==> src/rtl/a2d_scheduler.sv <==
// Round-robin A2D conversion scheduler: one channel (left, right, battery) per nxt
// pulse, two SPI transactions per channel because the ADC128S returns the previous conversion.
module a2d_scheduler #(
  parameter logic [2:0] LFT_CHNL    = 3'd0,
  parameter logic [2:0] RGHT_CHNL   = 3'd4,
  parameter logic [2:0] BATT_CHNL   = 3'd5,
  parameter int         TIMEOUT_CYC = 4096
) (
  input  logic        clk,
  input  logic        rst_n,
  input  logic        nxt,
  output logic        wrt,
  output logic [15:0] cmd,
  input  logic        done,
  input  logic [15:0] rd_data,
  output logic [11:0] lft_ld,
  output logic [11:0] rght_ld,
  output logic [11:0] batt,
  output logic        rnd_vld,
  output logic        busy,
  output logic        tmo_err,
  output logic [2:0]  state_dbg
);

  // SPI handshake: wrt is a one-clock start strobe issued only from CMD/READ;
  // done is a one-clock completion strobe honoured only in WAIT_CMD/WAIT_RD.
  typedef enum logic [2:0] {
    S_IDLE     = 3'd0,
    S_CMD      = 3'd1,
    S_WAIT_CMD = 3'd2,
    S_GAP      = 3'd3,
    S_READ     = 3'd4,
    S_WAIT_RD  = 3'd5,
    S_CAPT     = 3'd6
  } state_t;

  typedef enum logic [1:0] {
    RR_LFT  = 2'd0,
    RR_RGHT = 2'd1,
    RR_BATT = 2'd2
  } rr_t;

  localparam int              CW       = (TIMEOUT_CYC > 2) ? $clog2(TIMEOUT_CYC) : 1;
  localparam logic [CW-1:0]   TMO_LAST = CW'(TIMEOUT_CYC - 1);

  state_t        state_q;
  rr_t           rr_q;
  rr_t           rr_d;
  logic [2:0]    chnl_d;
  logic [15:0]   cmd_d;
  logic [CW-1:0] tmo_cnt_q;
  logic          wrt_q;
  logic [15:0]   cmd_q;
  logic [11:0]   lft_q;
  logic [11:0]   rght_q;
  logic [11:0]   batt_q;
  logic          rnd_vld_q;
  logic          tmo_err_q;
  logic          tmo_hit;
  logic          unused_rd_hi;

  assign unused_rd_hi = &{1'b0, rd_data[15:12]};

  always_comb begin
    chnl_d = LFT_CHNL;
    rr_d   = RR_RGHT;
    case (rr_q)
      RR_LFT: begin
        chnl_d = LFT_CHNL;
        rr_d   = RR_RGHT;
      end
      RR_RGHT: begin
        chnl_d = RGHT_CHNL;
        rr_d   = RR_BATT;
      end
      RR_BATT: begin
        chnl_d = BATT_CHNL;
        rr_d   = RR_LFT;
      end
      default: begin
        chnl_d = LFT_CHNL;
        rr_d   = RR_RGHT;
      end
    endcase
  end

  assign cmd_d   = {2'b00, chnl_d, 11'h000};
  assign tmo_hit = (tmo_cnt_q == TMO_LAST);

  always_ff @(posedge clk or negedge rst_n) begin
    if (!rst_n) begin
      state_q   <= S_IDLE;
      rr_q      <= RR_LFT;
      tmo_cnt_q <= '0;
      wrt_q     <= 1'b0;
      cmd_q     <= 16'h0000;
      lft_q     <= 12'h000;
      rght_q    <= 12'h000;
      batt_q    <= 12'h000;
      rnd_vld_q <= 1'b0;
      tmo_err_q <= 1'b0;
    end else begin
      wrt_q     <= 1'b0;
      rnd_vld_q <= 1'b0;
      case (state_q)
        S_IDLE: begin
          if (nxt) begin
            state_q <= S_CMD;
            wrt_q   <= 1'b1;
            cmd_q   <= cmd_d;
          end
        end
        S_CMD: begin
          tmo_cnt_q <= '0;
          state_q   <= S_WAIT_CMD;
        end
        // The first transaction's rd_data belongs to the previous conversion and is dropped.
        S_WAIT_CMD: begin
          if (done) begin
            state_q <= S_GAP;
          end else if (tmo_hit) begin
            tmo_err_q <= 1'b1;
            state_q   <= S_IDLE;
          end else begin
            tmo_cnt_q <= tmo_cnt_q + 1'b1;
          end
        end
        S_GAP: begin
          state_q <= S_READ;
          wrt_q   <= 1'b1;
        end
        S_READ: begin
          tmo_cnt_q <= '0;
          state_q   <= S_WAIT_RD;
        end
        // rd_data is latched with done so the result is visible for the whole CAPT cycle.
        S_WAIT_RD: begin
          if (done) begin
            state_q   <= S_CAPT;
            rr_q      <= rr_d;
            rnd_vld_q <= (rr_q == RR_BATT);
            case (rr_q)
              RR_RGHT: rght_q <= rd_data[11:0];
              RR_BATT: batt_q <= rd_data[11:0];
              default: lft_q  <= rd_data[11:0];
            endcase
          end else if (tmo_hit) begin
            tmo_err_q <= 1'b1;
            state_q   <= S_IDLE;
          end else begin
            tmo_cnt_q <= tmo_cnt_q + 1'b1;
          end
        end
        S_CAPT: begin
          state_q <= S_IDLE;
        end
        default: begin
          state_q <= S_IDLE;
        end
      endcase
    end
  end

  assign wrt       = wrt_q;
  assign cmd       = cmd_q;
  assign lft_ld    = lft_q;
  assign rght_ld   = rght_q;
  assign batt      = batt_q;
  assign rnd_vld   = rnd_vld_q;
  assign busy      = (state_q != S_IDLE);
  assign tmo_err   = tmo_err_q;
  assign state_dbg = state_q;

endmodule

==> config.mk <==
export PLATFORM = sky130hd
export DESIGN_NAME = a2d_scheduler
export DESIGN_NICKNAME = d
export VERILOG_FILES = /design/src/rtl/a2d_scheduler.sv
export SDC_FILE = /design/constraint.sdc
export NUM_CORES = 1
export LEC_CHECK = 0
export ABC_AREA = 0
export CAP_MARGIN = 25
export CORE_ASPECT_RATIO = 0.5
export CORE_MARGIN = 3
export CORE_UTILIZATION = 50
export CTS_CLUSTER_SIZE = 8
export DETAILED_ROUTE_END_ITERATION = 16
export DONT_BUFFER_PORTS = 1
export PLACE_DENSITY = 0.68
export SLEW_MARGIN = 5
export SYNTH_ARGS = -nofsm -noshare
export SYNTH_HDL_FRONTEND = slang
export SYNTH_SLANG_ARGS = --single-unit
==> constraint.sdc <==
create_clock -name clk -period 1.8 [get_ports clk]
set_input_delay 0.36 -clock clk [delete_from_list [all_inputs] [get_ports clk]]
set_output_delay 0.36 -clock clk [all_outputs]
set_load 0.02 [all_outputs]
==> results.md, run 1 <==
* First-pass DRT Iterations at 5
* Status: completed
* Avg Synthesized Cell Area at around 12 um2
* Initial Util at 0.558
* DR WL/cell at 17.3 um
* Clock transition at path regs at 70 ps
* TNS Setup at 0 ps
* Sw frac at 0.406
* Synth area leaders: dfrtp_1 55%, mux2_2 16%, buf_4 4.0%
* Final Util at 0.644
* Synth top area share at 0.551
* RSZ-0062 raised after global routing: true
* Vias in the first global route at 1825
* Die Wd at around 110 um
* Largest net degree at the start of global routing at 59
* Core box area at 4720 um2
* Fin. Hold Viols at 0
* WP data required at 2060 ps
* GPL Wtd Cong at 0.836
* Synthesized flop and latch total at 58
* H-tree depth at 3
* Placed cell count at ~290
* Peak supply drop at around 0.88 mV
* Post-layout min period at 1800 ps
* Initial antenna violation count at 0
* Pwr dens at 1680 nW/um2
* Post-synth ARST share at 1.00
* Min-Delay Path Class: input pin to flip-flop
* Kind of critical path: flip-flop to flip-flop
* Final instance area at 3040 um2
* Critical-path top delay cell: or4_4
* Pre-CTS WS at -8.61 ps
* Placed Area at around 2800 um2
* I/O pin count at 79
* CTS tree: yes
* CP endpoint kind: flip-flop
* Total of max-cap violations at 0
* GRT Residual Overflow at 0
* Hpwl dp at 3610 um
* Top FF cell, synth: dfrtp_1
* Final setup viols at 0
* CP Launch Type: flip-flop
* Yosys warns at 0
* Most frequent cells after synthesis: 58 x dfrtp_1, 38 x mux2_2, 14 x buf_4
* Final non-filler cell total at 307
* Die height at 57.3 um
* CP max FO at 8
* Clock buffer depth at 2
* Die area at slightly above 6000 um2
* Hold_ws at 143 ps
* Area leader, netlist: dfrtp_1
* First-pass GRT wire length at around 9000 um
* CTS root buf: clkbuf_8
* Wirelength, routed at 5300 um
* Sequential fraction of the synthesis area at 0.551
* Post-synth EDFFs at 0
* Nets at 260
* Total chip power at around 5 mW
* Syn Std Cell Area at 2640 um2
* Gate Count Post-Synth at 214
* Achievable frequency at 557 MHz
* Diodes inserted at 0
* Layout cells sized above 1 at 0.361
* DRC at 0
* Sw power at 2.07 mW
* Final Cycle Share at 0.998
* WP data arrival at 2060 ps
* Clock power share at 0.214
* Clock Sinks at between 50 and 60
* Combinational Power Share at 0.280
* Worst Skew at about 9.6 ps
* Leak pwr at 1.40 nW
* Post-synth cell types at 37
* Port Buffers at 0
* Crit-path cells: or3b_4, a21o_4, or4_4, a21oi_2
* Crit-path max cell delay at around 510 ps
* Area Overhead vs Synth at 15.4%
* Worst path top cell family by delay: simple AND/OR/NAND/NOR gates
* Count leader, synth: dfrtp_1
* Final worst setup slack at between 3 and 4 ps
* Post-DRT Antenna Nets at 0
* Int Power at 3.04 mW
* Clock Latency Late Sink at 330 ps
* GRT Util Overall at 0.186
* CP bufs+invs at 0
* Cts bufs inserted at 9
* Vias at 1680
* Flop pwr share at 0.506
* Iteration-0 DRC Markers at 50
* Slew Limit Fails at 0
* Rows at 17
* Vias per cell at 5.47
==> cells by family (layout without fill, tap and decap cells) <==
logic type / count (synthesis) / in the layout / share of synthesized area
DFF: 58 / 58 / 0.551
and+or+nand+nor: 46 / 46 / 0.0954
muxes: 41 / 41 / 0.174
AOI/OAI and AO/OA: 33 / 33 / 0.0911
buffers and inverters: 30 / 44 / 0.0655
adders and majority gates: 4 / 4 / 0.0190
other: 1 / 14 / 0.00142
xor gates and xnor gates: 1 / 1 / 0.00332
==> sequential cells by signal, indices dropped and copies added, names as in the netlist <==
register / count
rght_ld: 12
rr_q: 2
wrt: 1
lft_ld: 12
tmo_err: 1
tmo_cnt_q: 12
batt: 12
rnd_vld: 1
state_dbg: 3
cmd: 2
==> cell usage in the layout, fill, tap and decap left out, drive strengths merged, types with 3 or more instances in the layout <==
cell / synthesis / layout
ha: 4 / 4
dfrtp: 58 / 58
and3: 3 / 3
nand2: 10 / 10
buf: 15 / 20
nand4: 5 / 5
nand3: 7 / 7
clkbuf: 8 / 10
o31ai: 3 / 3
o21ai: 5 / 5
nor2: 4 / 4
mux2i: 3 / 3
nor3: 3 / 3
mux2: 38 / 38
conb: 1 / 14
inv: 7 / 9
a31oi: 4 / 4
a21oi: 7 / 7
a211oi: 5 / 5
nand2b: 3 / 3
==> what timing repair did <==
item                       4_1_cts  5_1_grt
pin swaps                        1        2
hold endpoints to repair        58        0
resized for setup                4        4
setup endpoints to repair        2        7
hold buffers                     2        0
buffers inserted                 0        3
==> path summary, 6_finish.rpt <==
check | startpoint | to | slack, ps | cells past startpoint
worst max register to register | state_dbg[0] | tmo_cnt_q[10] | 3 | 4
worst min-delay path | done | state_dbg[0] | 140 | 1
worst max-delay path | state_dbg[0] | tmo_cnt_q[10] | 3 | 4
min in group asynchronous | rst_n | state_dbg[0] | 580 | 2
worst min register to register | rr_q[0] | rr_q[0] | 520 | 2
max in group asynchronous | rst_n | cmd[11] | 980 | 2
==> power groups by stage <==
stage | registers (mW) | clock network (mW) | logic [mW]
6_report | 2.58 | 1.09 | 1.43
5_1_grt | 2.64 | 1.20 | 1.60
4_1_cts | 2.60 | 1.13 | 1.39
3_5_place_dp | 2.62 | 0 | 1.33
3_3_place_gp | 2.60 | 0 | 1.27
2_1_floorplan | 2.57 | 0 | 0.967
==> worst register-to-register path, stage by stage, from the launching register on <==
cell     delay [ps]
dfrtp_2         400
or3b_4          430
a21o_4          250
or4_4           510
a21oi_2         130
==> area by class of cell <==
| type | count | area, um2 |
|---|---|---|
| clock buffer | 10 | 138 |
| fill | 363 | 1680 |
| tap | 66 | 82.6 |
| timing repair buffer | 21 | 193 |
| sequential | 58 | 1460 |
| inverter | 7 | 26.3 |
| multi-input combinational | 139 | 1100 |
| clock inverter | 6 | 50.0 |
==> metal layers <==
metal  vias to the layer above  GRT usage  wire length [um]
met3                         7     0.0915               459
met1                       830      0.222              2220
li1                        789          -                 -
met5                         -          0                 0
met4                         0     0.0665                49
met2                        54      0.294              2580
Power figures use the tool's default switching activity.
==> inputs of run 2 (changes only) <==
Settings changed: PLACE_DENSITY 0.68 to unset.
Clock period 1.8 ns to 2.2 ns, I/O delays scaled along.
==> run 2 against run 1 <==
Net effect: total power down 22%; critical path depth is the same; cell area decreased by 5.0%; clock-buffer cell count did not move; utilization fell by 3.2 points; first-iteration DRC count did not move; sequential power is 18% lower; largest cell class unchanged; non-clock buffer count shrank 12; clock skew is 0.94 ps higher; register-to-register slack better by 330 ps; critical path type unchanged; clock power fell by 20%.
==> results.md, run 2 (same netlist as run 1, synthesis figures left out) <==
* Vias per cell at 5.56
* GPL Wtd Cong at roughly 0.83
* GRT Residual Overflow at 0
* Fin. Hold Viols at 0
* Sw frac at 0.407
* DR WL/cell at 16.7 um
* Cts bufs inserted at 9
* Placed Area at 2670 um2
* Status: completed
* Clock transition at path regs at 70 ps
* GR Util met3 at 0.104
* Post-CTS sizing at 0
* Final instance area at 2890 um2
* First-pass DRT Iterations at 4
* CP Launch Type: flip-flop
* Rows at 17
* Pwr dens at between 1000 and 1500 nW/um2
* DRC at 0
* Global routing met1 resource utilization at 0.205
* WP data required at about 2500 ps
* Peak supply drop at around 0.96 mV
* Int Power at 2.37 mW
* Most Crowded Layer GR: met2
* Post-CTS Setup Bufs at 0
* Clock Sinks at 58
* Clock power share at 0.218
* Achievable frequency at 537 MHz
* Clock buffer depth at 2
* CTS tree: yes
* Core box area at approximately 4700 um2
* Nets at 248
* Vias at 1639
* Post-DRT Antenna Nets at 0
* Die area at 6230 um2
* Diodes inserted at 0
* Area Overhead vs Synth at 9.63%
* CTS root buf: clkbuf_8
* Commonest non-fill, non-tap cell in the layout: dfrtp_1
* CP endpoint kind: flip-flop
* Max_slew headroom at 0.618
* Hold_ws at 211 ps
* Post-CTS Hold Fix Bufs at 2
* Clock Latency Late Sink at 330 ps
* I/O pin count at ~80
* Sw power at 1.62 mW
* Leak pwr at 1.32 nW
* Kind of critical path: flip-flop to flip-flop
* Flop pwr share at 0.529
* Iteration-0 DRC Markers at 50
* Post-layout min period at 1860 ps
* Worst Tran Pin Value at 568 ps
* CP max FO at 10
* Min-Delay Path Class: input pin to flip-flop
* GRT Util Overall at 0.174
* Largest net degree at the start of global routing at between 50 and 60
* Layout cells sized above 1 at 0.279
* Final Util at 0.612
* Final Cycle Share at 0.846
* Combinational Power Share at 0.253
* Total of max-cap violations at 0
* Critical-path top delay cell: or4_1
* Crit-path cells: or3b_4, a21o_1, or4_1, a21oi_1
* Die height at 57.3 um
* Worst Skew at 10.6 ps
* Initial Util at 0.558
* Commonest non-fill, non-tap cells in the layout: 58 x dfrtp_1, 38 x mux2_2, 14 x conb_1
* Placed cell count at 277
* First-pass GRT wire length at 8220 um
* Slew Limit Fails at 0
* Port Buffers at 0
* Wirelength, routed at roughly 4900 um
* WP data arrival at about 2100 ps
* Hpwl dp at 3280 um
* GRT met2 Usage at 0.273
* Final setup viols at 0
* Vias in the first global route at 1687
* Crit-path max cell delay at 530 ps
* Die Wd at 109 um
* TNS Setup at 0 ps
* RSZ-0062 raised after global routing: false
* Final non-filler cell total at 295
* Initial antenna violation count at 0
* H-tree depth at 3
## run 2: cell count changes in the layout (fill, tap and decap cells not counted), sizes merged
cell and delta:
inv -1, clkinvlp +1, buf -12
## run 2: stage by stage
step	worst slack [ps]	total power, mW
after CTS	329	4.04
after global placement	363	3.09
after global routing	203	4.25
after floorplan	212	2.88
final	338	3.99
after detailed placement	357	3.12
## run 2: path summary, 6_finish.rpt
kind                                    from       endpoint  slack (ps)  cells past startpoint
worst max-delay path            state_dbg[1]  tmo_cnt_q[10]         340                      4
worst min-delay path                    done   state_dbg[0]         210                      1
worst max register to register  state_dbg[1]  tmo_cnt_q[10]         340                      4
worst min register to register       rr_q[0]        rr_q[0]         510                      2
max in group asynchronous              rst_n     rght_ld[0]        1280                      2
min in group asynchronous              rst_n        batt[3]         690                      2
## run 2: layout make-up
cell class / count / area [um2]
Fill cell: 386 / 1830
Sequential cell: 58 / 1450
Multi-Input combinational cell: 139 / 1060
Clock buffer: 10 / 138
Timing Repair Buffer: 9 / 90.1
Tap cell: 66 / 82.6
Clock inverter: 6 / 41.3
Inverter: 7 / 26.3
## run 2: layer usage
layer,part of all wire,up-vias
li1,-,766
met1,0.43,814
met2,0.47,57
met3,0.099,2
met4,0.0024,0
met5,0,-
## run 2: critical path: cells and delay by family, from the launching register on
family / cells / cell delay [ps]
flops: 1 / 390
simple gates: 2 / 970
compound gates: 2 / 450
## run 2: power groups by stage
stage / clock network [mW] / registers [mW] / logic (mW)
2_1_floorplan: 0 / 2.10 / 0.786
3_3_place_gp: 0 / 2.13 / 0.955
3_5_place_dp: 0 / 2.14 / 0.982
4_1_cts: 0.901 / 2.12 / 1.02
5_1_grt: 0.960 / 2.16 / 1.13
6_report: 0.869 / 2.11 / 1.01
